File: src/rtl/rvh_l1d_snp_req_buf.sv
`default_nettype none
// ============================================================================
// Module   : rvh_l1d_snp_req_buf
// Brief    : In-order ACE snoop request buffer feeding the L1D snoop lookup
//            pipeline and building the CR response. Optional macro
//            RVH_L1D_SNP_BYPASS_EN adds a same-cycle AC->pipeline issue path.
// Revision : 1.0 - initial release
// ============================================================================
module rvh_l1d_snp_req_buf #(
    parameter int N_SNP_ENTRY = 4,
    parameter int LINE_ADDR_W = 34
) (
    input  logic                   clk,
    input  logic                   rst,
    input  logic                   snp_req_if_acvalid_i,
    output logic                   snp_req_if_acready_o,
    input  logic [LINE_ADDR_W-1:0] snp_req_if_acaddr_i,
    input  logic [3:0]             snp_req_if_acsnoop_i,
    input  logic                   snp_stall_i,
    output logic                   snp_pipe_req_valid_o,
    input  logic                   snp_pipe_req_ready_i,
    output logic [LINE_ADDR_W-1:0] snp_pipe_req_line_addr_o,
    output logic                   snp_pipe_req_leave_invalid_o,
    output logic                   snp_pipe_req_leave_sharedclean_o,
    input  logic                   snp_pipe_resp_valid_i,
    input  logic                   snp_pipe_resp_hit_i,
    input  logic                   snp_pipe_resp_dirty_i,
    input  logic                   snp_pipe_resp_unique_i,
    output logic                   snp_resp_if_crvalid_o,
    input  logic                   snp_resp_if_crready_i,
    output logic [4:0]             snp_resp_if_crresp_o,
    output logic                   snp_buf_empty_o
);

    localparam int c_ptr_w = $clog2(N_SNP_ENTRY);
    localparam int c_cnt_w = c_ptr_w + 1;

    typedef enum logic [1:0] {
        S_IDLE  = 2'd0,
        S_ISSUE = 2'd1,
        S_WAIT  = 2'd2,
        S_RESP  = 2'd3
    } state_t;

    // Decoded entry fields: {leave_invalid, leave_sharedclean, ret_clean, ret_dirty}
    function automatic logic [3:0] f_decode(input logic [3:0] snoop);
        case (snoop)
            4'b0011: f_decode = 4'b0111;
            4'b0111: f_decode = 4'b1011;
            4'b1001: f_decode = 4'b1001;
            default: f_decode = 4'b0111;
        endcase
    endfunction

    state_t                 r_state;
    logic [c_cnt_w-1:0]     r_count;
    logic [c_ptr_w-1:0]     r_wr_ptr;
    logic [c_ptr_w-1:0]     r_rd_ptr;
    logic [LINE_ADDR_W-1:0] r_addr [N_SNP_ENTRY];
    logic [N_SNP_ENTRY-1:0] r_li;
    logic [N_SNP_ENTRY-1:0] r_lsc;
    logic [N_SNP_ENTRY-1:0] r_rc;
    logic [N_SNP_ENTRY-1:0] r_rdty;
    logic [4:0]             r_crresp;

    logic [3:0]         w_ac_dec;
    logic               w_acready;
    logic               w_push;
    logic               w_pop;
    logic               w_issue_valid;
    logic               w_byp_valid;
    logic               w_byp_fire;
    logic [c_cnt_w-1:0] w_count_nxt;
    logic               w_hd_rc;
    logic               w_hd_rd;
    logic               w_hd_li;
    logic               w_dt;
    logic [4:0]         w_crresp;

    assign w_ac_dec      = f_decode(snp_req_if_acsnoop_i);
    assign w_acready     = (r_count != c_cnt_w'(N_SNP_ENTRY));
    assign w_push        = snp_req_if_acvalid_i && w_acready;
    assign w_pop         = (r_state == S_RESP) && snp_resp_if_crready_i;
    assign w_issue_valid = (r_state == S_ISSUE) && !snp_stall_i;

`ifdef RVH_L1D_SNP_BYPASS_EN
    assign w_byp_valid = (r_count == '0) && (r_state == S_IDLE) &&
                         snp_req_if_acvalid_i && !snp_stall_i;
`else
    assign w_byp_valid = 1'b0;
`endif
    assign w_byp_fire = w_byp_valid && snp_pipe_req_ready_i;

    always_comb begin
        w_count_nxt = r_count;
        case ({w_push, w_pop})
            2'b10:   w_count_nxt = r_count + c_cnt_w'(1);
            2'b01:   w_count_nxt = r_count - c_cnt_w'(1);
            default: w_count_nxt = r_count;
        endcase
    end

    assign w_hd_rc  = r_rc[r_rd_ptr];
    assign w_hd_rd  = r_rdty[r_rd_ptr];
    assign w_hd_li  = r_li[r_rd_ptr];
    assign w_dt     = snp_pipe_resp_hit_i &
                      (snp_pipe_resp_dirty_i ? w_hd_rd : w_hd_rc);
    // {WasUnique, IsShared, PassDirty, Error, DataTransfer}
    assign w_crresp = {snp_pipe_resp_hit_i & snp_pipe_resp_unique_i,
                       snp_pipe_resp_hit_i & !w_hd_li,
                       snp_pipe_resp_hit_i & snp_pipe_resp_dirty_i & w_dt,
                       1'b0,
                       w_dt};

    always_ff @(posedge clk or posedge rst) begin
        if (rst) begin
            r_wr_ptr <= '0;
            r_li     <= '0;
            r_lsc    <= '0;
            r_rc     <= '0;
            r_rdty   <= '0;
            for (int i = 0; i < N_SNP_ENTRY; i++) begin
                r_addr[i] <= '0;
            end
        end else if (w_push) begin
            r_addr[r_wr_ptr] <= snp_req_if_acaddr_i;
            r_li[r_wr_ptr]   <= w_ac_dec[3];
            r_lsc[r_wr_ptr]  <= w_ac_dec[2];
            r_rc[r_wr_ptr]   <= w_ac_dec[1];
            r_rdty[r_wr_ptr] <= w_ac_dec[0];
            r_wr_ptr         <= r_wr_ptr + c_ptr_w'(1);
        end
    end

    always_ff @(posedge clk or posedge rst) begin
        if (rst) begin
            r_state  <= S_IDLE;
            r_count  <= '0;
            r_rd_ptr <= '0;
            r_crresp <= '0;
        end else begin
            r_count <= w_count_nxt;
            case (r_state)
                S_IDLE: begin
                    if (w_byp_fire) begin
                        r_state <= S_WAIT;
                    end else if (w_push || (r_count != '0)) begin
                        r_state <= S_ISSUE;
                    end
                end
                S_ISSUE: begin
                    if (w_issue_valid && snp_pipe_req_ready_i) begin
                        r_state <= S_WAIT;
                    end
                end
                S_WAIT: begin
                    if (snp_pipe_resp_valid_i) begin
                        r_crresp <= w_crresp;
                        r_state  <= S_RESP;
                    end
                end
                S_RESP: begin
                    if (w_pop) begin
                        r_rd_ptr <= r_rd_ptr + c_ptr_w'(1);
                        // A push landing in the same cycle keeps the buffer busy
                        r_state  <= (w_count_nxt != '0) ? S_ISSUE : S_IDLE;
                    end
                end
                default: r_state <= S_IDLE;
            endcase
        end
    end

    assign snp_req_if_acready_o             = w_acready;
    assign snp_pipe_req_valid_o             = w_issue_valid || w_byp_valid;
    assign snp_pipe_req_line_addr_o         = w_byp_valid ? snp_req_if_acaddr_i : r_addr[r_rd_ptr];
    assign snp_pipe_req_leave_invalid_o     = w_byp_valid ? w_ac_dec[3] : r_li[r_rd_ptr];
    assign snp_pipe_req_leave_sharedclean_o = w_byp_valid ? w_ac_dec[2] : r_lsc[r_rd_ptr];
    assign snp_resp_if_crvalid_o            = (r_state == S_RESP);
    assign snp_resp_if_crresp_o             = r_crresp;
    assign snp_buf_empty_o                  = (r_count == '0) && (r_state == S_IDLE);

endmodule
`default_nettype wire
File: config.mk
export PLATFORM = sky130hd
export DESIGN_NAME = rvh_l1d_snp_req_buf
export DESIGN_NICKNAME = d
export VERILOG_FILES = /design/src/rtl/rvh_l1d_snp_req_buf.sv
export SDC_FILE = /design/constraint.sdc
export NUM_CORES = 1
export LEC_CHECK = 0
export CAP_MARGIN = 15
export CELL_PAD_IN_SITES_DETAIL_PLACEMENT = 1
export CELL_PAD_IN_SITES_GLOBAL_PLACEMENT = 1
export CORE_ASPECT_RATIO = 1.1
export CORE_MARGIN = 2
export CORE_UTILIZATION = 51
export DETAILED_ROUTE_END_ITERATION = 10
export GPL_TIMING_DRIVEN = 1
export PLACE_DENSITY = 0.88
export SLEW_MARGIN = 20
export SYNTH_ARGS = -nofsm -noshare
export SYNTH_HDL_FRONTEND = slang
export SYNTH_SLANG_ARGS = --single-unit
File: constraint.sdc
create_clock -name clk -period 14.9 [get_ports clk]
set_clock_uncertainty 0.2 [all_clocks]
set_input_delay 2.98 -clock clk [delete_from_list [all_inputs] [get_ports clk]]
set_output_delay 2.98 -clock clk [all_outputs]
set_load 0.05 [all_outputs]
==> flow_summary.yaml, run 1 <==
run_status:
  status: "complete, no violations"
routing:
  post_drt_wl_per_cell_um: 22.1
  drt-initial-drc-count: 172
  ant_nets: 0
  drt-total-wl_mm: 16.8
  drc: 0
  drt-vias-per-instance: 5.74
  vias: 4359
  firstDrtPassIters: 4
synthesis:
  yosys_warnings: 0
  synth_cell_type_count: 42
  yosysMostFrequentCell: "dfrtp_1"
  synth_flop_cell: "dfrtp_1"
  async_flop_share_pct: 100
  synthTopCellsByArea: "dfrtp_1 55%, mux2_2 17%, mux4_2 11%, mux2_1 2.4%, mux2_4 2.0%"
  synth_edf_count: 0
  syn_area_um2: 7550
  yosysTopAreaCellShare_pct: 54.7
  synth_nets: 529
  ys_ff_latch: 165
  synth_top_area_cell: "dfrtp_1"
  ys_top_cells_by_count: "165 x dfrtp_1, 113 x mux2_2, 37 x mux4_2"
  syn-instance-count: 470
  ys_seq_area_share_pct: 54.7
  synth.avg_cell_area_um2: 16.1
final_layout:
  utilization_pct: 63.0
  nets: 614
  regArea_um2: 4130
  drive_above_1_share_pct: 35.3
  multi_input_area_um2: 3080
  antenna_cells: 0
  fill_cells: 1329
  area_delta_synth_final_pct: 20.5
global_route:
  grt_use_total_pct: 23.1
  grt_pass1_vias: 5078
  grt_pass1_wl_mm: 27.7
  grt_max_degree: 97
  grt_antenna_before_repair: 0
  grt_overflow: 0
worst_setup_path:
  required_ns: 11.72
  crit_fanout: 2
  end_kind: "primary output"
  critical_path_class: "in -> out"
  cp.arrival_ns: 4.30
  cpMostUsedCell: "clkdlybuf4s50_1"
  slowest_stage: "clkdlybuf4s50_1"
  crit_path_start_kind: "input pin"
  worstPathCellList: "clkdlybuf4s50_1 -> nor2b_1 -> clkdlybuf4s50_1"
  max_stage_delay_ns: 0.80
  rrSetupSlack_ns: 11.81
floorplan:
  ioPinCount: 93
  floorplan.initialDensity_pct: 52.3
  fp.dieH_um: 132
  die_x_um: 120
  coreArea_um2: 14400
  die_area_um2: 15800
  rows: 46
min_path:
  min_path_type: "reg -> reg"
timing:
  maxSlewViolCount: 0
  tightest_slew_ns: 0.868
  fmax_mhz: 134
  setup_violations: 0
  slew-limit-headroom_pct: 42.1
  finalCritPeriodShare_pct: 50.2
  period_needed_ns: 7.48
  fin_tns_setup_ns: 0
  hold_violations: 0
  fin_hold_ws_ns: 0.279
  rsz0062_at_grt: "no"
placement:
  globalplace.congestion: 0.739
  portBuffers: 91
  dp_hpwl_mm: 10.0
clocking:
  htree_levels: 4
  numCtsBuffers: 17
  postCtsSetupBuffers: 0
  clk_path_buf_depth: 2
  cts_tree: "built"
  cts-hold-fix-buffers: 0
  cts_root_buffer: "clkbuf_16"
  cts.sinks: 165
  clock_latency_ns: 0.43
  clk_pin_slew_ns: 0.06
  ctsResizeCount: 0
run:
  max_cap_viol_count: 0
[cell families after synthesis]
group	synth area share, %
compound gates	2.20
xor+xnor	0.580
fa+ha+maj	1.92
buf+inv	4.52
flops	54.7
mux	32.7
other cells	0.0497
simple gates	3.38
[cell usage in the layout (no fill, tap or decap), types with 10 or more instances in the layout]
master / count
dfrtp_1: 163
mux2_2: 113
clkdlybuf4s50_1: 91
mux4_2: 37
clkbuf_16: 17
mux2_1: 16
inv_1: 15
nand2_1: 13
o21ai_0: 10
mux2_4: 10
ha_1: 10
[critical path: cells and delay by family]
| family | cells | cell delay [ns] |
|---|---|---|
| buffers and inverters | 2 | 1.21 |
| AND/OR/NAND/NOR | 1 | 0.10 |
[registers in the layout (all words and copies together), names as in the netlist]
register and cells:
r_count 3, r_wr_ptr 2, r_lsc 4, r_rd_ptr 2, r_li 4, snp_resp_if_crresp_o 4, r_rc 4, r_rdty 4
r_addr 136, r_state 2
[routing by layer]
layer  GRT usage (%)  wire length [um]  vias up
met4            8.24               363        0
met3            4.82               608       31
met1            27.0              6620     2335
li1                -                 -     1886
met2            41.7              9210      107
met5               0                 0        -
[worst paths after layout]
path,startpoint,to,cells after the start
worst max-delay path,snp_stall_i,snp_pipe_req_valid_o,3
worst min-delay path,r_li[0],r_li[0],1
worst max register to register,r_count[0],r_state[0],9
worst min register to register,r_li[0],r_li[0],1
max in group asynchronous,rst,r_rd_ptr[0],3
min in group asynchronous,rst,r_addr[17],2
[metrics by stage]
| step | instances | cell area (um^2) | worst slack [ns] |
|---|---|---|---|
| 2_1_floorplan | 470 | 7550 | 7.26 |
| 3_3_place_gp | 728 | 8450 | 7.40 |
| 3_5_place_dp | 728 | 8450 | 7.41 |
| 4_1_cts | 759 | 9100 | 7.41 |
| 5_1_grt | 759 | 9100 | 7.36 |
| 6_report | 759 | 9100 | 7.42 |
[layout make-up]
class,count,share of cell area [%]
Clock buffer,22,5.21
Clock inverter,9,1.91
Inverter,16,0.715
Multi-Input combinational cell,261,33.9
Sequential cell,165,45.4
Tap cell,192,2.64
Timing Repair Buffer,94,10.3
Power of run 1 is left out: the tool's default activity adds up to more than one toggle a clock period on the data nets, which glitch-free logic cannot reach.
==> inputs of run 2 (changes only) <==
--- a/config.mk
+++ b/config.mk
@@ -10,10 +10,10 @@
 export CELL_PAD_IN_SITES_GLOBAL_PLACEMENT = 1
 export CORE_ASPECT_RATIO = 1.1
 export CORE_MARGIN = 2
-export CORE_UTILIZATION = 51
+export CORE_UTILIZATION = 42
 export DETAILED_ROUTE_END_ITERATION = 10
 export GPL_TIMING_DRIVEN = 1
-export PLACE_DENSITY = 0.88
+export PLACE_DENSITY = 0.78
 export SLEW_MARGIN = 20
 export SYNTH_ARGS = -nofsm -noshare
 export SYNTH_HDL_FRONTEND = slang
==> constraint.sdc (replaced) <==
create_clock -name clk -period 6.35 [get_ports clk]
set_clock_uncertainty 0.2 [all_clocks]
set_input_delay 1.27 -clock clk [delete_from_list [all_inputs] [get_ports clk]]
set_output_delay 1.27 -clock clk [all_outputs]
set_load 0.05 [all_outputs]
==> flow_summary.yaml, run 2 (synthesized netlist as in run 1, its figures left out) <==
run_status:
  status: "complete, no violations"
timing:
  fin_ws_ns: 1.68
  finalCritPeriodShare_pct: 73.5
  hold_violations: 0
  maxSlewViolCount: 0
  fin_tns_setup_ns: 0
  slew-limit-headroom_pct: 44.1
  setup_violations: 0
  period_needed_ns: 4.67
  fmax_mhz: 214
  tightest_slew_ns: 0.839
  rsz0062_at_grt: "no"
floorplan:
  fp.dieH_um: 145
  die_x_um: 132
  floorplan.initialDensity_pct: 42.7
  ioPinCount: 93
  coreArea_um2: 17700
  rows: 51
  die_area_um2: 19100
routing:
  ant_nets: 0
  drc: 0
  drt-vias-per-instance: 5.32
  firstDrtPassIters: 4
  post_drt_wl_per_cell_um: 20.6
  drt-total-wl_mm: 16.6
  vias: 4290
  drt-initial-drc-count: 195
worst_setup_path:
  crit_fanout: 26
  slowest_stage: "dfrtp_2"
  worstPathCellList: "buf_4 -> mux4_2 -> clkdlybuf4s50_1"
  crit_buf_inv: 2
  crit_path_start_kind: "flop"
  required_ns: 4.88
  end_kind: "primary output"
  critical_path_class: "reg -> out"
  max_stage_delay_ns: 0.92
  crit_family: "buffers and inverters"
  cp.arrival_ns: 3.20
final_layout:
  drive_above_1_share_pct: 35.5
  final_common_cell: "dfrtp_1"
  largest_reg_flops: 136
  fill_cells: 1712
  antenna_cells: 0
  final_cell_mix: "163 x dfrtp_1, 113 x mux2_2, 91 x clkdlybuf4s50_1"
  nets: 615
  largest_register: "r_addr"
  final_area_um2: 9150
  utilization_pct: 51.8
  area_delta_synth_final_pct: 21.2
global_route:
  grt_antenna_before_repair: 0
  grt_overflow: 0
  grt_max_degree: 68
  grt_pass1_wl_mm: 27.0
  grt_pass1_vias: 5026
  grt_use_total_pct: 18.5
placement:
  dp_hpwl_mm: 10.4
  place_area_um2: 8520
  portBuffers: 91
  place_ws_ns: 2.06
  globalplace.congestion: 0.714
clocking:
  clk_path_buf_depth: 2
  numCtsBuffers: 17
  clk_pin_slew_ns: 0.06
  postCtsSetupBuffers: 0
  cts.sinks: 165
  cts-hold-fix-buffers: 0
  clock_latency_ns: 0.42
  cts_tree: "built"
  cts_root_buffer: "clkbuf_16"
  htree_levels: 4
  ctsResizeCount: 0
min_path:
  min_path_type: "reg -> reg"
run:
  max_cap_viol_count: 0
## run 2: cell count changes in the layout (fill, tap and decap cells not counted), sizes merged
cell	delta
bufinv	-1
clkinvlp	+1
clkbuf	-1
clkinv	+1
buf	+1
inv	+1
## run 2: routing by layer
metal | vias up | global-route usage, % | part of all wire (%)
li1 | 1884 | - | -
met1 | 2301 | 23.1 | 44
met2 | 92 | 32.7 | 52
met3 | 13 | 4.28 | 3.4
met4 | 0 | 5.32 | 1.1
met5 | - | 0 | 0
## run 2: path summary, 6_finish.rpt
path / start / endpoint / slack [ns] / cells after the start
setup / recovery: r_rd_ptr[0] / snp_pipe_req_leave_invalid_o / 1.68 / 3
hold / removal: r_rdty[3] / r_rdty[3] / 0.27 / 1
setup reg to reg: r_count[0] / r_state[0] / 3.23 / 9
hold reg to reg: r_rdty[3] / r_rdty[3] / 0.27 / 1
max in group asynchronous: rst / r_addr[129] / 3.72 / 3
min in group asynchronous: rst / r_addr[86] / 1.10 / 2
## run 2: cell type report
type,instances,area [um^2],area share [%]
clock inverter,11,173,1.89
sequential,165,4130,45.2
multi-input combinational,261,3080,33.7
tap,238,298,3.25
inverter,16,65.1,0.711
timing repair buffer,95,941,10.3
clock buffer,21,460,5.03
## run 2: per-stage QoR
step,hold WS [ns],instances
after floorplan,0.234,470
after global placement,0.248,775
after detailed placement,0.254,775
after CTS,0.271,807
after global routing,0.296,807
final,0.269,807
Power of run 2 is left out for the same reason.
==> inputs of run 3 (changes only) <==
==> constraint.sdc (replaced) <==
create_clock -name clk -period 4.1 [get_ports clk]
set_clock_uncertainty 0.2 [all_clocks]
set_input_delay 0.82 -clock clk [delete_from_list [all_inputs] [get_ports clk]]
set_output_delay 0.82 -clock clk [all_outputs]
set_load 0.05 [all_outputs]
==> flow_summary.yaml, run 3 (synthesized netlist as in run 1, its figures left out) <==
worst_setup_path:
  crit_fanout: 6
  critical_path_class: "reg -> out"
  crit_path_start_kind: "flop"
  end_kind: "primary output"
  cp.arrival_ns: 2.56
  required_ns: 3.08
global_route:
  grt_antenna_before_repair: 0
  grt_pass1_wl_mm: 26.7
  grt_overflow: 0
  grt_max_degree: 88
  grt_use_total_pct: 18.4
  grt_pass1_vias: 4890
clocking:
  clk_path_buf_depth: 2
  clock_latency_ns: 0.43
  cts.sinks: 165
  numCtsBuffers: 17
  ctsResizeCount: 0
  cts_root_buffer: "clkbuf_16"
  cts-hold-fix-buffers: 0
  cts_tree: "built"
  postCtsSetupBuffers: 0
  clk_pin_slew_ns: 0.06
  htree_levels: 4
routing:
  drc: 0
  post_drt_wl_per_cell_um: 20.0
  drt-total-wl_mm: 16.1
  drt-vias-per-instance: 5.28
  firstDrtPassIters: 6
  ant_nets: 0
  vias: 4268
  drt-initial-drc-count: 152
timing:
  fin_tns_setup_ns: 0
  fin_ws_ns: 0.517
  rsz0062_at_grt: "no"
  tightest_slew_ns: 0.721
  period_needed_ns: 3.58
  setup_violations: 0
  maxSlewViolCount: 0
  fmax_mhz: 279
  slew-limit-headroom_pct: 51.9
  finalCritPeriodShare_pct: 87.4
  fin_hold_ws_ns: 0.269
  hold_violations: 0
final_layout:
  final_cell_mix: "163 x dfrtp_1, 113 x mux2_2, 91 x clkdlybuf4s50_1"
  fill_cells: 1676
  antenna_cells: 0
  nets: 617
  largest_register: "r_addr"
  area_delta_synth_final_pct: 20.8
  largest_reg_flops: 136
  drive_above_1_share_pct: 35.6
  final_common_cell: "dfrtp_1"
placement:
  place_ws_ns: 0.516
  portBuffers: 91
  globalplace.congestion: 0.727
  dp_hpwl_mm: 10.4
floorplan:
  fp.dieH_um: 145
  rows: 51
  coreArea_um2: 17700
  die_area_um2: 19100
  die_x_um: 132
  ioPinCount: 93
  floorplan.initialDensity_pct: 42.7
run:
  max_cap_viol_count: 0
min_path:
  min_path_type: "reg -> reg"
run_status:
  status: "complete, no violations"
## run 3: critical path: stages, from the launching register on
cell and delay (ns):
dfrtp_1 0.44, inv_1 0.16, ha_1 0.18, nor4b_1 0.45
clkdlybuf4s50_1 0.90
## run 3: cell type report
class / count / area, um^2 / area share [%]
Clock buffer: 24 / 492 / 5.39
Clock inverter: 8 / 50.0 / 0.549
Inverter: 16 / 63.8 / 0.700
Multi-Input combinational cell: 261 / 3080 / 33.8
Sequential cell: 165 / 4130 / 45.3
Tap cell: 238 / 298 / 3.26
Timing Repair Buffer: 97 / 1010 / 11.0
## run 3: metrics by stage
step,std cells,util [%],instance area [um^2]
2_1_floorplan,470,-,7550
3_3_place_gp,777,48.5,8580
6_report,809,51.6,9120
5_1_grt,809,51.6,9120
4_1_cts,809,51.6,9120
3_5_place_dp,777,48.5,8580
## run 3: path summary, 6_finish.rpt
check                      cells past startpoint  startpoint               to  slack [ns]
hold / removal                                 1   r_rdty[1]        r_rdty[1]        0.27
min in group asynchronous                      2         rst      r_addr[119]        0.48
setup reg to reg                               9  r_count[0]       r_state[0]        1.06
hold reg to reg                                1   r_rdty[1]        r_rdty[1]        0.27
max in group asynchronous                      3         rst      r_rd_ptr[0]        2.48
setup / recovery                               4  r_state[0]  snp_buf_empty_o        0.52
## run 3: per-layer routing
| layer | share of wire (%) | up-vias | routed length, um | GRT usage, % |
|---|---|---|---|---|
| met5 | 0 | - | 0 | 0 |
| met4 | 1.4 | 0 | 220 | 6.35 |
| met3 | 3.2 | 16 | 513 | 4.28 |
| met2 | 54 | 77 | 8720 | 33.5 |
| met1 | 41 | 2285 | 6690 | 21.6 |
| li1 | - | 1890 | - | - |
Power of run 3 is left out for the same reason.
